## config.mk

```make
export PLATFORM = sky130hd
export DESIGN_NAME = mc_muldiv_unit
export DESIGN_NICKNAME = d
export VERILOG_FILES = /design/src/rtl/mc_muldiv_unit.sv
export SDC_FILE = /design/constraint.sdc
export NUM_CORES = 1
export LEC_CHECK = 0
export CELL_PAD_IN_SITES_DETAIL_PLACEMENT = 0
export CELL_PAD_IN_SITES_GLOBAL_PLACEMENT = 1
export CORE_AREA = 5 5 197 199
export CTS_CLUSTER_SIZE = 30
export DETAILED_ROUTE_END_ITERATION = 8
export DIE_AREA = 0 0 202 204
export PLACE_DENSITY = 0.9
export SLEW_MARGIN = 40
export SYNTH_ARGS = -nofsm -noshare
export SYNTH_HDL_FRONTEND = slang
export SYNTH_SLANG_ARGS = --single-unit
```

## constraint.sdc

```tcl
create_clock -name clk -period 5.4 [get_ports clk]
set_input_delay 1.08 -clock clk [delete_from_list [all_inputs] [get_ports clk]]
set_output_delay 1.08 -clock clk [all_outputs]
set_load 0.01 [all_outputs]
```

## src/rtl/mc_muldiv_unit.sv

```systemverilog
// mc_muldiv_unit
// Iterative multiply/divide unit holding the MIPS HI/LO registers.
// One R-type operation is accepted at a time on start && ready. MULT/MULTU
// use a radix-2 shift-add sequence and DIV/DIVU use restoring division.
// Each takes WIDTH RUN cycles plus one FIX cycle for sign correction.
// MTHI/MTLO/MFHI/MFLO, divide-by-zero and undefined functs finish in a
// single cycle.
//
// Ports:
//   clk, reset      rising-edge clock, asynchronous active-high reset
//   start, funct    request strobe and R-type funct code
//   op_a, op_b      rs / rt operand values
//   ready           unit is idle and will accept start
//   done            one-cycle pulse: hi/lo hold the result
//   hi, lo          HI / LO architectural registers
//   div_by_zero     one-cycle pulse with done for DIV/DIVU by zero
//   undefined_instr one-cycle pulse for an unsupported funct
module mc_muldiv_unit #(
    parameter  int WIDTH = 32,
    localparam int CNT_W = $clog2(WIDTH + 1)
) (
    input  logic             clk,
    input  logic             reset,
    input  logic             start,
    input  logic [5:0]       funct,
    input  logic [WIDTH-1:0] op_a,
    input  logic [WIDTH-1:0] op_b,
    output logic             ready,
    output logic             done,
    output logic [WIDTH-1:0] hi,
    output logic [WIDTH-1:0] lo,
    output logic             div_by_zero,
    output logic             undefined_instr
);

    localparam logic [5:0] F_MFHI  = 6'h10;
    localparam logic [5:0] F_MTHI  = 6'h11;
    localparam logic [5:0] F_MFLO  = 6'h12;
    localparam logic [5:0] F_MTLO  = 6'h13;
    localparam logic [5:0] F_MULT  = 6'h18;
    localparam logic [5:0] F_MULTU = 6'h19;
    localparam logic [5:0] F_DIV   = 6'h1A;
    localparam logic [5:0] F_DIVU  = 6'h1B;

    typedef enum logic [1:0] {IDLE, RUN, FIX} state_t;

    state_t             state;
    logic [CNT_W-1:0]   cnt;
    logic [2*WIDTH-1:0] acc;      // multiply: {P_hi, P_lo}; divide: {rem, quo}
    logic [WIDTH-1:0]   divisor;  // |op_b|, used as multiplicand or divisor
    logic               is_div;
    logic               sign_a;
    logic               sign_b;

    logic               signed_op;
    logic [WIDTH-1:0]   abs_a;
    logic [WIDTH-1:0]   abs_b;
    logic [WIDTH:0]     mul_sum;
    logic [WIDTH:0]     div_trial;
    logic [2*WIDTH-1:0] prod_fix;
    logic [WIDTH-1:0]   quo_fix;
    logic [WIDTH-1:0]   rem_fix;
    logic               xz_guard;

    assign ready = (state == IDLE);

    // MULT (0x18) and DIV (0x1A) are the signed forms.
    assign signed_op = ~funct[0];
    assign abs_a     = (signed_op && op_a[WIDTH-1]) ? -op_a : op_a;
    assign abs_b     = (signed_op && op_b[WIDTH-1]) ? -op_b : op_b;

    // Add the multiplicand into the upper half when the current multiplier
    // bit is set. The extra bit keeps the carry, which the right shift
    // then moves into the top of the accumulator.
    assign mul_sum   = {1'b0, acc[2*WIDTH-1:WIDTH]} + (acc[0] ? {1'b0, divisor} : '0);

    // Trial subtract on the left-shifted remainder. It is WIDTH+1 bits wide
    // because the shifted remainder can exceed WIDTH bits for large
    // unsigned divisors. Bit WIDTH set means a borrow.
    assign div_trial = {acc[2*WIDTH-1:WIDTH], acc[WIDTH-1]} - {1'b0, divisor};

    assign prod_fix  = (sign_a ^ sign_b) ? -acc : acc;
    assign quo_fix   = (sign_a ^ sign_b) ? -acc[WIDTH-1:0] : acc[WIDTH-1:0];
    assign rem_fix   = sign_a ? -acc[2*WIDTH-1:WIDTH] : acc[2*WIDTH-1:WIDTH];

    // Zero in hardware. In 4-state simulation it is X when funct carries
    // X/Z, so an unknown funct never raises undefined_instr.
    assign xz_guard  = ^funct ^ ^funct;

    always_ff @(posedge clk or posedge reset) begin
        if (reset) begin
            state           <= IDLE;
            cnt             <= '0;
            acc             <= '0;
            divisor         <= '0;
            is_div          <= 1'b0;
            sign_a          <= 1'b0;
            sign_b          <= 1'b0;
            hi              <= '0;
            lo              <= '0;
            done            <= 1'b0;
            div_by_zero     <= 1'b0;
            undefined_instr <= 1'b0;
        end else begin
            done            <= 1'b0;
            div_by_zero     <= 1'b0;
            undefined_instr <= 1'b0;
            case (state)
                IDLE: begin
                    if (start) begin
                        case (funct)
                            F_MFHI, F_MFLO: done <= 1'b1;
                            F_MTHI: begin
                                hi   <= op_a;
                                done <= 1'b1;
                            end
                            F_MTLO: begin
                                lo   <= op_a;
                                done <= 1'b1;
                            end
                            F_MULT, F_MULTU, F_DIV, F_DIVU: begin
                                if (funct[1] && op_b == '0) begin
                                    hi          <= op_a;
                                    lo          <= '1;
                                    done        <= 1'b1;
                                    div_by_zero <= 1'b1;
                                end else begin
                                    state   <= RUN;
                                    cnt     <= '0;
                                    acc     <= {{WIDTH{1'b0}}, abs_a};
                                    divisor <= abs_b;
                                    is_div  <= funct[1];
                                    sign_a  <= signed_op & op_a[WIDTH-1];
                                    sign_b  <= signed_op & op_b[WIDTH-1];
                                end
                            end
                            default: begin
                                if (!xz_guard)
                                    undefined_instr <= 1'b1;
                            end
                        endcase
                    end
                end
                RUN: begin
                    cnt <= cnt + 1'b1;
                    if (cnt == CNT_W'(WIDTH - 1))
                        state <= FIX;
                    if (is_div) begin
                        if (!div_trial[WIDTH])
                            acc <= {div_trial[WIDTH-1:0], acc[WIDTH-2:0], 1'b1};
                        else
                            acc <= {acc[2*WIDTH-2:0], 1'b0};
                    end else begin
                        acc <= {mul_sum, acc[WIDTH-1:1]};
                    end
                end
                FIX: begin
                    state <= IDLE;
                    done  <= 1'b1;
                    if (is_div) begin
                        hi <= rem_fix;
                        lo <= quo_fix;
                    end else begin
                        hi <= prod_fix[2*WIDTH-1:WIDTH];
                        lo <= prod_fix[WIDTH-1:0];
                    end
                end
                default: state <= IDLE;
            endcase
        end
    end

endmodule

```

Yosys cells after proc, flatten, opt, wreduce, memory -nomap -nowiden
Cells that the tools add are included.

Register bits: 174. Output and inout bits: 68.

Add/sub/neg operators: 8. Equal/unequal tests: 18. Multiplexer cells: 41. Bitwise gates (word level): 5. Reductions and logical operators: 15.

Operators with widths (count): $mux W64 (6); $mux W32 (11); $pmux W32 S2 (4); $neg A32 Y32 (4); $pmux W64 S2 (1); $neg A64 Y64 (1); $eq A6 B5 Y1 const B (9); $add A32 B32 Y33 (1); $sub A33 B32 Y33 (1); $logic_not A32 Y1 (1); $reduce_and A4 Y1 (5); $mux W6 (3); $pmux W6 S2 (1); $mux W1 (8); $mux W2 (4); $reduce_or A4 Y1 (2); $reduce_or A8 Y1 (1); $add A6 B1 Y6 const B (1); $ne A2 B2 Y1 const B (3); $ne A3 B1 Y1 const B (2); $pmux W1 S2 (2); $pmux W2 S2 (1); $reduce_bool A2 Y1 (2); $logic_and A1 B1 Y1 (3); 8 further kinds (10).

Depth between registers and ports, before layout
Gate-level depths: netlist of the first run.

Depth after elaboration: 7. Mapped depth: 13. Mapped depth without buffers: 13.

Least setup slack after synthesis of the first run
OpenSTA, ideal clock, no wires.

Path kind: in2reg. From: input port op_a[5]. To: register acc[22]. Library setup time: 76 ps. Arrival: 3179 ps. Required time: 5324 ps. Path slack: 2145 ps. Cell stages on the path: 9. Path buffers: 0. Cells stage by stage: or3_4 or4b_4 or4_4 nor2_4 nand2_2 o31ai_4 xnor2_1 o21ai_1 o21ai_1.

Word-level cells in the longest chain between the ends: 6.

Ends and longest elaborated chain: start: declaration (line 26) `input logic [WIDTH-1:0] op_a,`; $neg A32 Y32 (line 69) `assign abs_a = (signed_op && op_a[WIDTH-1]) ? -op_a : op_a;`; $mux W32 (line 69); $mux W64 (line 122) `if (funct[1] && op_b == '0) begin`; $mux W64 (line 111) `case (funct)`; $mux W64 (line 110) `if (start) begin`; $pmux W64 S2 (line 108) `case (state)`; end signal: assignment (line 130) `acc <= {{WIDTH{1'b0}}, abs_a};`; end signal: assignment (line 150) `acc <= {div_trial[WIDTH-1:0], acc[WIDTH-2:0], 1'b1};`; end signal: assignment (line 152) `acc <= {acc[2*WIDTH-2:0], 1'b0};`; end: declaration (line 49) `logic [2*WIDTH-1:0] acc;`.

No other way between the ends. The select of a mux whose other input is x is not followed. A chain may end at the register's enable or synchronous reset.

Worst setup path in the final report of the first run
From: input port op_b[25]. To: register acc[58].

Word-level cells in the longest chain between the ends: 4.

Ends and longest elaborated chain: start: declaration (line 27) `input logic [WIDTH-1:0] op_b,`; $logic_not A32 Y1 (line 122); $logic_and A1 B1 Y1 (line 122); $ne A2 B2 Y1 (no line); $reduce_and A4 Y1 (no line).

No other way between the ends.

==> metrics.txt, run 1 <==
vias per cell 5.85; leading area contributor after synthesis dfrtp_1; vias ~14000; crit path kind input port to flop; starting density of the core 39.0%; internal power 0.00403 W; Setup violations, final 0; Main synth FF type dfrtp_1; max_slew headroom around two fifths; Slew @ Worst Pin a little over 0.9 ns; power per cell area 454 mW/mm^2; critical path's slowest cell a41oi_4; Pleak 7.20 nW; initial antenna violation count 0; Die Area 0.0412 sq mm; Cell variety after synth 81; setup TNS 0 ns; fin worst setup slack 1.32 ns; Seq/Total Area, Yosys 30.1%; Final ANT Viol Nets 0; vias in the first global route 13300; pin count of the biggest net entering global routing 65; FF+latch count, synth approximately 170; Syn Std Cell Area 0.0145 sq mm; top cell type's share of synthesized area about 30%; Max Fanout on Critical Path 23; fin crit share 75.5%; setup bufs post-CTS 0; CTS clk-pin slew, worst paths about 0.07 ns; Final Hold Viols 0; DR pass1 iterations 6; Hold Crit Class flop to flop; status completed; min cycle time layout 4.08 ns; VDD IR max 0.283 mV; yosys warns 0; detailed placement HPWL 35.2 mm; Residual DRC 0; Comb pwr share a little under three fifths; maximum clock frequency around 0.25 GHz; Core ar. between 0.03 and 0.04 sq mm; Max clock buf depth 2; Post-synth EDFFs 0; Sequential Power Share ~28%; syn nets slightly below 2000; Synth area leaders dfrtp_1 (30%), o21ai_0 (8.3%), xnor2_1 (6.8%); Clock Latency Late Sink 0.45 ns; row count 71; CP delay by family, top simple AND/OR/NAND/NOR gates; clock network power share 16.2%; Final Max Slew Viols 0; Sink Count about 170; Worst setup SP type input port; Die Ht around 200 microns; Min Hold Slack 0.481 ns; P&R area growth vs syn 16.9%; Die Wd 202 microns; CTS Hold Bufs 0; # resized after CTS 0; Root Buffer clkbuf_16; Cells after Synth 1830; DR iter-0 viols 1173; total power 0.00768 W; pre-CTS setup slack 0.926 ns; Worst Path Required 5.76 ns; maxcap violations 0; Post-synth ARST share 100%; Switching Fraction between 40% and 50%; RSZ-0062 raised after global routing no; Overflow after GRT 0; Worst Path Buf+Inv 2; Final #Nets between 2000 and 2500; CP endpoint kind flop; cells along the critical path clkdlybuf4s50_1, or3_1, nor4bb_1, nand4_1, a41oi_4, buf_4, nand2_1, o21ai_0, a31oi_1, o21ai_0; Total Wirelength 45.9 mm; Clock Skews 0.0119 ns; Placer Congestion 0.919; cts bufs inserted 17; # IOs 141; port bufs 140; CP most frequent cell o21ai_0; CP arrival 4.44 ns; Psw 0.00365 W; H-tree depth 4; crit-path max cell delay 0.74 ns; # diodes 0; first-pass GRT wire length 73.1 mm; drt wl/cell 19.3 microns; share of cells above drive strength 1 4.71%; CTS tree yes; Syn Area/Cell 7.90 sq um; Tot GR Track Use 21.9%
cells in the mapped netlist (21+ instances only):
cell type and number:
clkbuf_1 93, o22ai_1 25, o31ai_1 21, nand3_1 26, ha_1 69, dfrtp_1 174
a22oi_1 43, a21oi_1 113, a21o_1 32, or3_1 23, nand2_1 216, inv_1 72
a31oi_1 21, xor2_1 65, nor2_1 145, o21ai_0 241, nor3_1 36, xnor2_1 112
mux2i_1 52
cell usage in the layout (no fill, tap or decap), types with 25 or more instances in the layout:
cell type and n:
nor3_1 36, xnor2_1 109, ha_1 69, a22oi_1 43, dfrtp_1 173, clkdlybuf4s50_1 140
o22ai_1 25, a21o_1 32, xor2_1 65, mux2i_1 52, o21ai_0 241, nand3_1 26
inv_1 71, a21oi_1 112, nand2_1 214, nor2_1 142
power by group through the flow:
stage	sequential, W	combinational (W)	clock (W)
2_1_floorplan	0.00189	0.00325	0
3_3_place_gp	0.00213	0.00417	0
3_5_place_dp	0.00214	0.00422	0
4_1_cts	0.00211	0.00425	0.00125
5_1_grt	0.00218	0.00474	0.00131
6_report	0.00213	0.00430	0.00124
worst reg2reg max path, cell delays in order (launching register included):
cell	delay [ns]
dfrtp_1	0.48
inv_1	0.16
buf_4	0.33
nor2_1	0.09
ha_1	0.38
a21oi_1	0.15
o21ai_0	0.22
a221o_1	0.37
a21oi_1	0.35
or4_1	0.22
a21oi_1	0.08
o41ai_1	0.50
o21ai_0	0.18
a32o_1	0.28
sequential cells by signal (all words and copies together), names as in the netlist:
register / cells
sign_a: 1
undefined_instr: 1
cnt: 6
div_by_zero: 1
is_div: 1
lo: 32
hi: 32
state: 2
done: 1
acc: 64
divisor: 32
sign_b: 1
per-stage QoR:
stage	util, %	std cells	instance area, sq um
after floorplan	-	1830	14500
after CTS	45.6	2386	16900
final	45.6	2386	16900
after global placement	43.9	2353	16300
after global routing	45.6	2386	16900
after detailed placement	44.1	2355	16300
routing by layer:
metal	share of wire (%)	GRT usage [%]	vias to the layer above
li1	-	-	6711
met1	45	30.0	6671
met2	46	36.1	521
met3	6.3	3.57	65
met4	2.0	5.83	0
met5	0	0	-
cells by family after synthesis:
group	synth area share (%)
adders and majority gates	6.25
buffers and inverters	4.94
and+or+nand+nor	18.4
DFF	30.1
muxes	3.83
xor gates and xnor gates	10.7
AOI/OAI and AO/OA	25.8
worst paths after layout:
check                                to  cells after the start      from  slack [ns]
worst min-delay path              lo[4]                      2     lo[4]        0.48
worst max register to register  acc[63]                     13    acc[0]        1.50
worst min register to register    lo[4]                      2     lo[4]        0.48
min in group asynchronous         lo[4]                      3     reset        1.05
max in group asynchronous        is_div                      4     reset        3.69
worst max-delay path            acc[58]                     10  op_b[25]        1.32
cell type report:
type                            count  area, sq um
Fill cell                        3679        20100
Multi-Input combinational cell   1470         9460
Tap cell                          474          593
Timing Repair Buffer              164         1650
Sequential cell                   174         4360
Clock inverter                     12          128
Clock buffer                       19          443
Inverter                           73          278
No activity file was read; power rests on OpenSTA's default activity.
==> run 2: changes to the inputs <==
clock period = 3.45 ns   (was 5.4 ns; I/O delays follow)
==> metrics.txt, run 2 (synthesis results as in run 1) <==
Die Wd 202 microns (unchanged); port bufs 140 (unchanged); Overflow after GRT 0 (unchanged); DR iter-0 viols 931 (-21%); starting density of the core 39.0% (unchanged); CP endpoint kind flop; Clock Skews 0.0186 ns (+0.00673 ns); maxcap violations 0 (unchanged); H-tree depth 4 (unchanged); vias 14600 (+4.4%); Min Hold Slack 0.476 ns (-0.00520 ns); DR pass1 iterations 7 (+1); commonest non-fill, non-tap cell in the layout o21ai_0; Cell Area, Placed 0.0175 sq mm (+7.2%); Clock Latency Late Sink 0.47 ns (+0.02 ns); # IOs 141 (unchanged); CP arrival 3.65 ns (-0.79 ns); Root Buffer clkbuf_16; Hold Crit Class flop to flop; CTS tree yes; status completed; Residual DRC 0 (unchanged); pin count of the biggest net entering global routing 136 (+110%); # diodes 0 (unchanged); initial antenna violation count 1 (+1); Setup violations, final 0 (unchanged); CTS clk-pin slew, worst paths 0.08 ns (about the same); Placer Congestion 0.923 (+0.45%); final core utilization 49.1% (+3.5 points); maximum clock frequency 0.303 GHz; Largest register FFs 64 (unchanged); row count 71 (unchanged); share of cells above drive strength 1 11.7% (+7.0 points); Slew @ Worst Pin 0.647 ns (-0.270 ns); CTS Hold Bufs 0 (unchanged); fin crit share 95.7%; Die Area 0.0412 sq mm (unchanged); first-pass GRT wire length 78.4 mm (+7.2%); Pleak 7.99 nW (+11%); fin cells 2539 (+6.4%); fin area 0.0182 sq mm (+7.6%); Max Fanout on Critical Path 4 (-83%); Final ANT Viol Nets 0 (unchanged); placed cell count 2503 (+6.3%); vias per cell 5.74 (-1.9%); power per cell area 726 mW/mm^2 (+60%); cts bufs inserted 17 (unchanged); Final #Nets 2196 (+7.4%); drt wl/cell 19.4 microns (+0.98%); max_slew headroom 56.8% (+18 points); VDD IR max 0.434 mV (+53%); detailed placement HPWL 38.4 mm (+9.2%); crit path kind flop to flop; Max clock buf depth 2 (unchanged); Worst Path Required 3.80 ns (-1.96 ns); Sink Count 174 (unchanged); Biggest register acc; vias in the first global route 14400 (+7.6%); P&R area growth vs syn 25.8%; Final Hold Viols 0 (unchanged); Core ar. 0.0370 sq mm (unchanged); Final Max Slew Viols 0 (unchanged); min cycle time layout 3.30 ns; Worst setup SP type flop; Tot GR Track Use 23.6% (+1.8 points); Total Wirelength 49.4 mm (+7.5%); Die Ht 204 microns (unchanged); highest-count cells in the layout ignoring fill and taps o21ai_0 (241), nand2_1 (215), dfrtp_1 (173)
-- run 2: changes by cell type in the layout (fill, tap and decap cells not counted), sizes merged --
cell / delta
bufinv: +1
clkinvlp: +2
clkinv: -2
buf: +151
inv: +1
-- run 2: routing by layer --
| metal | up-vias | wire [microns] | GRT usage [%] |
|---|---|---|---|
| li1 | 7051 | - | - |
| met1 | 6933 | 21300 | 31.5 |
| met2 | 517 | 23400 | 39.7 |
| met3 | 83 | 3330 | 3.57 |
| met4 | 0 | 1290 | 7.54 |
| met5 | - | 0 | 0 |
-- run 2: final timing paths --
path | slack, ns | cells after the start | to | startpoint
setup / recovery | 0.15 | 13 | acc[59] | acc[0]
hold reg to reg | 0.48 | 1 | state[1] | cnt[5]
hold / removal | 0.48 | 1 | state[1] | cnt[5]
min in group asynchronous | 0.69 | 3 | acc[4] | reset
setup reg to reg | 0.15 | 13 | acc[59] | acc[0]
max in group asynchronous | 2.03 | 4 | acc[49] | reset
-- run 2: area by class of cell --
cell class | count | area (sq um)
Tap cell | 474 | 593
Timing Repair Buffer | 316 | 2910
Multi-Input combinational cell | 1470 | 9460
Clock inverter | 14 | 158
Sequential cell | 174 | 4360
Inverter | 73 | 278
Fill cell | 3541 | 18900
Clock buffer | 18 | 429
-- run 2: metrics by stage --
step                      worst slack (ns)  setup TNS, ns  power (W)
after detailed placement           -0.0800         -0.280     0.0109
final                                0.148              0     0.0132
after CTS                           0.0593              0     0.0129
after global placement            -0.00534       -0.00669     0.0108
after global routing              -0.00281       -0.00281     0.0141
after floorplan                      0.298              0    0.00805
-- run 2: power breakdown --
part / internal (W) / switching (W)
Sequential: 0.00249 / 0.000603
Clock: 0.00108 / 0.000938
Combinational: 0.00361 / 0.00448
Total: 0.00718 / 0.00602
-- run 2: critical path: stages (launching register included) --
cell and delay [ns]:
dfrtp_1 0.39, and2_1 0.14, ha_1 0.17, inv_1 0.06, fa_1 0.39, nor2b_1 0.17, o2111ai_1 0.19, a31oi_2 0.29
a21oi_1 0.14, or4_1 0.58, a21oi_1 0.22, o41ai_2 0.11, mux2i_1 0.13, a32o_1 0.23
-- run 2: what timing repair did --
action                     4_1_cts  5_1_grt
gates resized for setup          0        4
setup buffers                    0        2
setup endpoints to repair        0       13
